==> config.mk <==
export PLATFORM = sky130hd
export DESIGN_NAME = serial_adder_16
export DESIGN_NICKNAME = d
export VERILOG_FILES = /design/src/rtl/serial_adder_16.sv
export SDC_FILE = /design/constraint.sdc
export NUM_CORES = 1
export LEC_CHECK = 0
export CAP_MARGIN = 10
export CORE_ASPECT_RATIO = 1.4
export CORE_MARGIN = 2
export CORE_UTILIZATION = 55
export CTS_CLUSTER_SIZE = 20
export DETAILED_ROUTE_END_ITERATION = 12
export PLACE_DENSITY = 0.8
export SLEW_MARGIN = 10
export SYNTH_ARGS = -nofsm -noshare
export SYNTH_HDL_FRONTEND = slang
export SYNTH_SLANG_ARGS = --single-unit
==> constraint.sdc <==
create_clock -name Clk -period 4.3 [get_ports Clk]
set_input_delay 0.86 -clock Clk [delete_from_list [all_inputs] [get_ports Clk]]
set_output_delay 0.86 -clock Clk [all_outputs]
set_load 0.005 [all_outputs]
==> src/rtl/serial_adder_16.sv <==
// Bit-serial adder: one full-add per clock, LSB first, with a valid/ready
// handshake on both the operand side and the result side.
module serial_adder_16 #(
  parameter int WIDTH = 16
) (
  input  logic             Clk,
  input  logic             Rst_n,
  input  logic             In_Valid,
  output logic             In_Ready,
  input  logic [WIDTH-1:0] A,
  input  logic [WIDTH-1:0] B,
  input  logic             Cin,
  output logic             Out_Valid,
  input  logic             Out_Ready,
  output logic [WIDTH-1:0] Sum,
  output logic             Cout,
  output logic             Overflow
);

  localparam int CW = $clog2(WIDTH);
  localparam logic [CW-1:0] LAST = CW'(WIDTH - 1);

  typedef enum logic [1:0] {IDLE, ADD, DONE} state_t;

  state_t           state_reg, state_next;
  logic [CW-1:0]    cnt_reg;
  logic [WIDTH-1:0] a_reg, b_reg;
  logic [WIDTH-2:0] acc_reg;
  logic             carry_reg;
  logic [WIDTH-1:0] sum_reg;
  logic             cout_reg, ovf_reg;

  logic             sum_bit, carry_out, accept, last_bit;
  logic [WIDTH-1:0] acc_wide;

  always_ff @(posedge Clk or negedge Rst_n) begin
    if (!Rst_n) state_reg <= IDLE;
    else        state_reg <= state_next;
  end

  always_comb begin
    state_next = state_reg;
    In_Ready   = 1'b0;
    Out_Valid  = 1'b0;
    case (state_reg)
      IDLE: begin
        In_Ready = 1'b1;
        if (In_Valid) state_next = ADD;
      end
      ADD: begin
        if (cnt_reg == LAST) state_next = DONE;
      end
      DONE: begin
        Out_Valid = 1'b1;
        if (Out_Ready) state_next = IDLE;
      end
      default: state_next = IDLE;
    endcase
  end

  assign accept    = (state_reg == IDLE) && In_Valid;
  assign last_bit  = (state_reg == ADD) && (cnt_reg == LAST);
  assign sum_bit   = a_reg[0] ^ b_reg[0] ^ carry_reg;
  assign carry_out = (a_reg[0] & b_reg[0]) | (carry_reg & (a_reg[0] ^ b_reg[0]));
  // New sum bit enters at the top; after WIDTH shifts the word is complete.
  assign acc_wide  = {sum_bit, acc_reg};

  always_ff @(posedge Clk or negedge Rst_n) begin
    if (!Rst_n) begin
      a_reg     <= '0;
      b_reg     <= '0;
      acc_reg   <= '0;
      carry_reg <= 1'b0;
      cnt_reg   <= '0;
      sum_reg   <= '0;
      cout_reg  <= 1'b0;
      ovf_reg   <= 1'b0;
    end else if (accept) begin
      a_reg     <= A;
      b_reg     <= B;
      acc_reg   <= '0;
      carry_reg <= Cin;
      cnt_reg   <= '0;
    end else if (state_reg == ADD) begin
      a_reg     <= a_reg >> 1;
      b_reg     <= b_reg >> 1;
      acc_reg   <= acc_wide[WIDTH-1:1];
      carry_reg <= carry_out;
      if (last_bit) begin
        // carry_reg here is the carry into the MSB, so overflow needs no extra flop.
        sum_reg  <= acc_wide;
        cout_reg <= carry_out;
        ovf_reg  <= carry_reg ^ carry_out;
      end else begin
        cnt_reg <= cnt_reg + CW'(1);
      end
    end
  end

  assign Sum      = sum_reg;
  assign Cout     = cout_reg;
  assign Overflow = ovf_reg;

endmodule

* Word level (Yosys, flattened, before mapping)
Cells that the tools add are included.
** Cells by class
- Muxes and demuxes :: 17
- $add $sub $neg :: 1
- Equal/unequal tests :: 7
- Bitwise gates (word level) :: 7
- Reductions and logical operators :: 7
** Operators with widths (count)
- $mux W16 :: 4
- $mux W15 :: 2
- $mux W4 :: 3
- $mux W2 :: 3
- $ne A2 B2 Y1 const B :: 3
- $pmux W2 S3 :: 1
- $reduce_and A3 Y1 :: 2
- $add A4 B1 Y4 const B :: 1
- $eq A4 B4 Y1 const B :: 1
- $mux W1 :: 4
- $xor A1 B1 Y1 :: 3
- $and A1 B1 Y1 :: 2
- $eq A2 B1 Y1 const B :: 1
- $eq A2 B2 Y1 const B :: 1
- $logic_and A1 B1 Y1 :: 2
- $logic_not A2 Y1 :: 1
- $ne A2 B1 Y1 const B :: 1
- $reduce_and A2 Y1 :: 1
- $reduce_bool A2 Y1 :: 1
- $not A1 Y1 :: 1
- $or A1 B1 Y1 :: 1
** Storage, ports and cells
- Input bits :: 37
- Register bits after elaboration :: 72
- Output and inout port bits :: 20
- Logic and storage cells :: 48

* Logic depth before layout (Yosys ltp)
Gate-level depths: netlist (run 1).
- Depth in word-level cells :: 5
- Gate-level depth with buffers :: 6
- Mapped depth without buffers :: 4

* Worst setup path after synthesis (run 1)
OpenSTA, ideal clock, no wires.
- Kind :: input to register
- Start point :: input port In_Valid
- End point :: register cnt_reg[1]
- Required time :: 4.178 ns
- Buffers on the path :: 1
- Path slack :: 2.436 ns
- Stages on the path :: 3
- Data arrival time :: 1.742 ns
- Path through :: or3b_2 > clkbuf_1 > a32o_1
** Between the ends
- Cells in the longest elaborated chain, start to end :: 3
- Elaborated cells between the ends (all ways) :: 5
** Ends and longest elaborated chain
- from (decl) :: RTL line 8 : input logic In_Valid,
- $logic_and A1 B1 Y1 (*) :: RTL line 61 : assign accept = (state_reg == IDLE) && In_Valid;
- $ne A2 B2 Y1 (no source line) / $reduce_bool A2 Y1 (equally long branches)
- $reduce_and A2 Y1 (no source line)
- to (signal assigned) :: RTL line 95 : cnt_reg <= cnt_reg + CW'(1);
- to (decl) :: RTL line 26 : logic [CW-1:0] cnt_reg;
Every way passes the cells marked *; elsewhere a longest branch is shown, timed or not.
A chain may end at the register's enable or synchronous reset.

* Worst setup path in the final report (run 1)
- Start point :: register state_reg[0]
- End point :: output port Out_Valid
** Between the ends
- Cells in the longest elaborated chain, start to end :: 2
** Ends and longest elaborated chain
- from (decl) :: RTL line 25 : state_t state_reg, state_next;
- from (signal assigned) :: RTL line 38 : else state_reg <= state_next;
- $eq A2 B2 Y1 :: RTL line 45 : case (state_reg)
- $mux W1 :: RTL line 45
- to (decl) :: RTL line 13 : output logic Out_Valid,
No other way between the ends.

==> results.cfg, run 1 <==
[critical_path]
reg2reg_depth = 3
cp_max_fo = 7
critPathKind = reg -> out
critical-path-top-delay-family = buffers and inverters
required_ns = 3.44
arrival_ns = 1.58
rrSetupSlack_ns = 2.12
cpMaxStageDelayCell = clkdlybuf4s50_1
startpoint = state_reg[0]$_DFFE_PN0P_
slowest_delay_ns = 0.50
crit_chain = and2b_1 > clkdlybuf4s50_1
r2r-start = state_reg[1]$_DFFE_PN0P_
crit_path_start_kind = flop
r2r-end = Sum[6]$_DFFE_PN0P_
end_kind = output pin
crit_buf_inv = 1

[die]
die_w_um = 66.6
dieHeight_um = 91.7
io_pins = 57
start_util = 0.577
die_area_mm2 = 0.00611
core_mm2 = 0.00524
num_rows = 31

[hold_path]
holdPathEnd = b_reg[5]$_DFFE_PN0P_
hold_start = b_reg[5]$_DFFE_PN0P_
hold_class = reg -> reg
min_path_cells = 2

[clocking]
clock-sinks = 72
clk_pin_slew_ns = 0.07
post_cts_buffers = 0
numCtsBuffers = 9
clockRootBuffer = clkbuf_8
clockBufferDepth = 2
cts_resized = 0
htreeDepth = 3
worstSkewPairLatency_ns = 0.34
cts_tree = done
hold_buffers = 0

[timing]
clock_skew_ns = 0.00828
tightestPinTransition_ns = 1.09
setup_ws_ns = 1.86
slew_violations = 0
post-route-min-period_ns = 2.44
finalHoldViolCount = 0
fin_crit_sh = 0.568
tns_ns = 0
maxSlewHeadroom = 0.270
setup_violations = 0
achievable-frequency_ghz = 0.410
rsz0062_at_grt = no

[power]
total_leakage_power_nw = 1.85
peakVddDrop_mv = 0.349
p_per_area_mw_per_mm2 = 618

[global_route]
first_global_vias = 2154
grt_pass1_wl_um = 9580
grt-ovfl-total = 0
grt_start_max_net_pins = 73
antenna_found_initial = 0
grtUsageTotal = 0.202

[synth]
seq_area_frac_synth = 0.596
syn-num-nets = 319
synth_top_area_cell = dfrtp_1
yosys.area.top_type_share = 0.596
syn_area_mm2 = 0.00302
synth_seq_cells = 72
synth_warnings = 0
synth_cells = 280
synth_area_per_cell_um2 = 10.8
synthTopCellsByArea = dfrtp_1, nand2_1, a22oi_1
synth.distinct_cells = 30

[route]
vias = 2180
wl_met2_um = 2560
drt_iter0_drc = 165
vias_per_cell = 5.45
top_layer = met4
met3_length_um = 252
wirelength_um = 5500
drt-met1-wl_um = 2580
drc_errors = 0
firstDrtPassIters = 4
ant_nets = 0
wl_per_cell_um = 13.8

[final_layout]
fillers = 397
regArea_mm2 = 0.00180
drive_gt1_frac = 0.114
n_antenna_cell = 0
syn2layout_area_growth_pct = 24.2
final_nets = 371
multiInputGateArea_mm2 = 0.00114
final_area_mm2 = 0.00375

[run_status]
outcome = complete, no violations

[placement]
gp_congestion = 0.682
dp_hpwl_um = 3540
placed_area_mm2 = 0.00361
place_ws_ns = 1.79
port_buffers = 56

[flow_run]
max_cap_violations = 0
[cell usage after synthesis, drive strengths merged]
master and number:
ha 1, nor3 1, clkbuf 9, nand2b 1
a22oi 32, o311ai 1, a21o 2, nor2 2
a41oi 1, nand2 98, o21bai 1, or3b 1
and2b 1, a21oi 2, inv 4, and3 1
nor3b 1, o31ai 1, buf 8, fa 1
dfrtp 72, nor2b 1, xnor2 1, a32o 1
nand3 17, mux2 18, o31a 1
[area by class of cell]
cell class              instances  area share
multi-input cells             187       0.304
repair buffers                 58       0.153
well taps                      66      0.0220
inverters                       4     0.00400
clock buffers                  11      0.0350
flip-flops and latches         72       0.480
clock inverters                 2     0.00267
[power breakdown]
part / total (mW) / internal, mW / switching (mW) / leakage, nW
clock: 0.414 / 0.198 / 0.216 / 0.0749
combinational: 0.794 / 0.430 / 0.364 / 0.838
sequential: 1.11 / 0.938 / 0.174 / 0.932
total: 2.32 / 1.57 / 0.755 / 1.84
[per-layer routing]
| metal | global-route usage | vias up |
|---|---|---|
| li1 | - | 1053 |
| met1 | 0.275 | 1047 |
| met2 | 0.312 | 67 |
| met3 | 0.0356 | 13 |
| met4 | 0.0969 | 0 |
| met5 | 0 | - |
[placed cells by master (no fill, tap or decap)]
cell type        netlist  layout
nand2_1               98      98
dfrtp_1               72      72
xnor2_1                1       1
clkdlybuf4s50_1        0      55
mux2_2                10      10
ha_1                   1       1
clkbuf_8               0       9
o31ai_1                1       1
nor2_1                 2       2
o311ai_0               1       1
a22oi_1               32      32
clkinv_2               0       2
nor2b_4                0       1
fa_1                   1       1
nor3_4                 1       1
clkbuf_1               9       2
nand3_1               17      17
and3_1                 1       1
inv_1                  4       4
and2b_1                1       1
nor3b_4                0       1
a21o_1                 2       2
o31a_1                 1       1
o21bai_2               0       1
nand2b_4               1       1
mux2_4                 8       8
a41oi_1                1       1
or3b_2                 1       1
buf_4                  0       3
a32o_1                 1       1
a21oi_1                2       2
[kinds of logic (layout without fill, tap and decap cells)]
logic type | after synthesis | in the layout | synth area share
flip-flops | 72 | 72 | 0.596
multiplexers | 18 | 18 | 0.0770
buffers and inverters | 21 | 75 | 0.0323
adder cells (fa/ha/maj) | 2 | 2 | 0.0108
AND/OR/NAND/NOR | 124 | 124 | 0.176
AO/OA/AOI/OAI | 42 | 42 | 0.105
XOR/XNOR | 1 | 1 | 0.00290
[worst reg2reg max path, delay by kind of cell (launching register included)]
| family | cells | cell delay (ns) |
|---|---|---|
| mux | 1 | 0.42 |
| simple gates | 2 | 1.18 |
| flops | 1 | 0.47 |
[worst max path at each step]
stage	end	slack, ns	cells after the start
6_report	Out_Valid	1.86	2
5_1_grt	Out_Valid	1.79	2
4_1_cts	Out_Valid	1.84	2
3_5_place_dp	cnt_reg[3]$_DFFE_PN0P_	1.79	4
3_3_place_gp	cnt_reg[3]$_DFFE_PN0P_	1.84	4
2_1_floorplan	cnt_reg[1]$_DFFE_PN0P_	2.44	3
[per-stage QoR]
stage                     hold WS [ns]   util  std cells  power [mW]
final                            0.475  0.717        400        2.32
after floorplan                  0.446      -        280        1.61
after global routing             0.506  0.717        400        2.50
after global placement           0.459  0.690        387        1.88
after detailed placement         0.464  0.690        387        1.93
after CTS                        0.481  0.717        400        2.35
No activity file was read; power rests on OpenSTA's default activity.
==> run 2: changes to the inputs <==
- CORE_UTILIZATION: 55 -> 46
- PLACE_DENSITY: 0.8 -> 0.71
- clock period: 4.3 -> 2.1 ns (I/O delays scaled with it)
==> results.cfg, run 2 (same netlist as run 1, synthesis figures left out) <==
[final_layout]
final_area_mm2 = 0.00388
final_nets = 376
drive_gt1_frac = 0.140
layout_commonest_cell = nand2_1
syn2layout_area_growth_pct = 28.6
layout_common_cells = nand2_1, dfrtp_1, clkdlybuf4s50_1
n_antenna_cell = 0
fillers = 526

[placement]
place_ws_ns = 0.150
gp_congestion = 0.754
port_buffers = 56
dp_hpwl_um = 3890
placed_area_mm2 = 0.00369

[critical_path]
crit_path_start_kind = flop
required_ns = 1.68
cpMaxStageDelayCell = clkdlybuf4s50_1
crit_chain = and2b_1 > clkdlybuf4s50_1
arrival_ns = 1.61
critical-path-top-delay-family = buffers and inverters
end_kind = output pin
cp_max_fo = 7
critPathKind = reg -> out
crit_buf_inv = 1
slowest_delay_ns = 0.51

[route]
firstDrtPassIters = 4
wl_per_cell_um = 14.0
vias_per_cell = 5.32
wirelength_um = 5800
drt_iter0_drc = 152
drc_errors = 0
ant_nets = 0
vias = 2202

[die]
die_area_mm2 = 0.00724
dieHeight_um = 99.9
io_pins = 57
die_w_um = 72.5
num_rows = 34
core_mm2 = 0.00630
start_util = 0.480

[power]
power_mw = 5.00
total_leakage_power_nw = 1.90
p_per_area_mw_per_mm2 = 1290
peakVddDrop_mv = 0.566

[timing]
tightestPinTransition_ns = 0.453
clock_skew_ns = 0.00713
finalHoldViolCount = 0
slew_violations = 0
rsz0062_at_grt = no
fin_hold_ws_ns = 0.0106
setup_violations = 0
setup_ws_ns = 0.0680
tns_ns = 0
fin_crit_sh = 0.968
maxSlewHeadroom = 0.698
post-route-min-period_ns = 2.03
achievable-frequency_ghz = 0.492

[clocking]
cts_resized = 0
clockBufferDepth = 2
post_cts_buffers = 0
cts_tree = done
htreeDepth = 3
hold_buffers = 0
clock-sinks = 72
clockRootBuffer = clkbuf_8
worstSkewPairLatency_ns = 0.35
clk_pin_slew_ns = 0.08
numCtsBuffers = 9

[flow_run]
max_cap_violations = 0

[global_route]
grt_pass1_wl_um = 10300
grt-ovfl-total = 0
antenna_found_initial = 0
first_global_vias = 2252
grt_start_max_net_pins = 51
grtUsageTotal = 0.183

[hold_path]
hold_class = in -> async

[run_status]
outcome = complete, no violations
run 2: power breakdown:
part	total [mW]	internal, mW	switching (mW)
Sequential	2.27	1.92	0.351
Clock	1.03	0.501	0.526
Combinational	1.70	0.933	0.766
run 2: cell type report:
cell class                      count  area (um^2)  share of cell area
Tap cell                           72         90.1              0.0232
Multi-Input combinational cell    187         1140               0.293
Timing Repair Buffer               63          648               0.167
Inverter                            4         15.0             0.00386
Clock buffer                       11          151              0.0390
Clock inverter                      5         38.8             0.00998
Sequential cell                    72         1800               0.464
run 2: worst register-to-register path: cells and delay by family, from the launching register on:
family / cells / cell delay [ns]
buf+inv: 1 / 0.25
simple gates: 2 / 0.52
mux: 1 / 0.36
flops: 1 / 0.49
run 2: worst paths after layout:
| path | start | endpoint | slack (ns) | depth (start not counted) |
|---|---|---|---|---|
| min in group Clk | b_reg[5]$_DFFE_PN0P_ | b_reg[5]$_DFFE_PN0P_ | 0.48 | 2 |
| max | state_reg[0]$_DFFE_PN0P_ | Out_Valid | 0.07 | 2 |
| min reg2reg | b_reg[5]$_DFFE_PN0P_ | b_reg[5]$_DFFE_PN0P_ | 0.48 | 2 |
| min | Rst_n | Sum[11]$_DFFE_PN0P_ | 0.01 | 1 |
| max in group asynchronous | Rst_n | b_reg[14]$_DFFE_PN0P_ | 1.53 | 2 |
| max reg2reg | state_reg[1]$_DFFE_PN0P_ | Sum[5]$_DFFE_PN0P_ | 0.36 | 4 |
run 2: layer usage:
layer	GRT usage	routed length [um]
met2	0.288	2870
met4	0.0997	150
met5	0	0
met3	0.0361	229
met1	0.235	2560
run 2: through the flow:
| stage | utilization | std cells |
|---|---|---|
| 3_3_place_gp | 0.587 | 398 |
| 6_report | 0.617 | 414 |
| 4_1_cts | 0.617 | 414 |
| 5_1_grt | 0.617 | 414 |
| 2_1_floorplan | - | 280 |
| 3_5_place_dp | 0.587 | 398 |
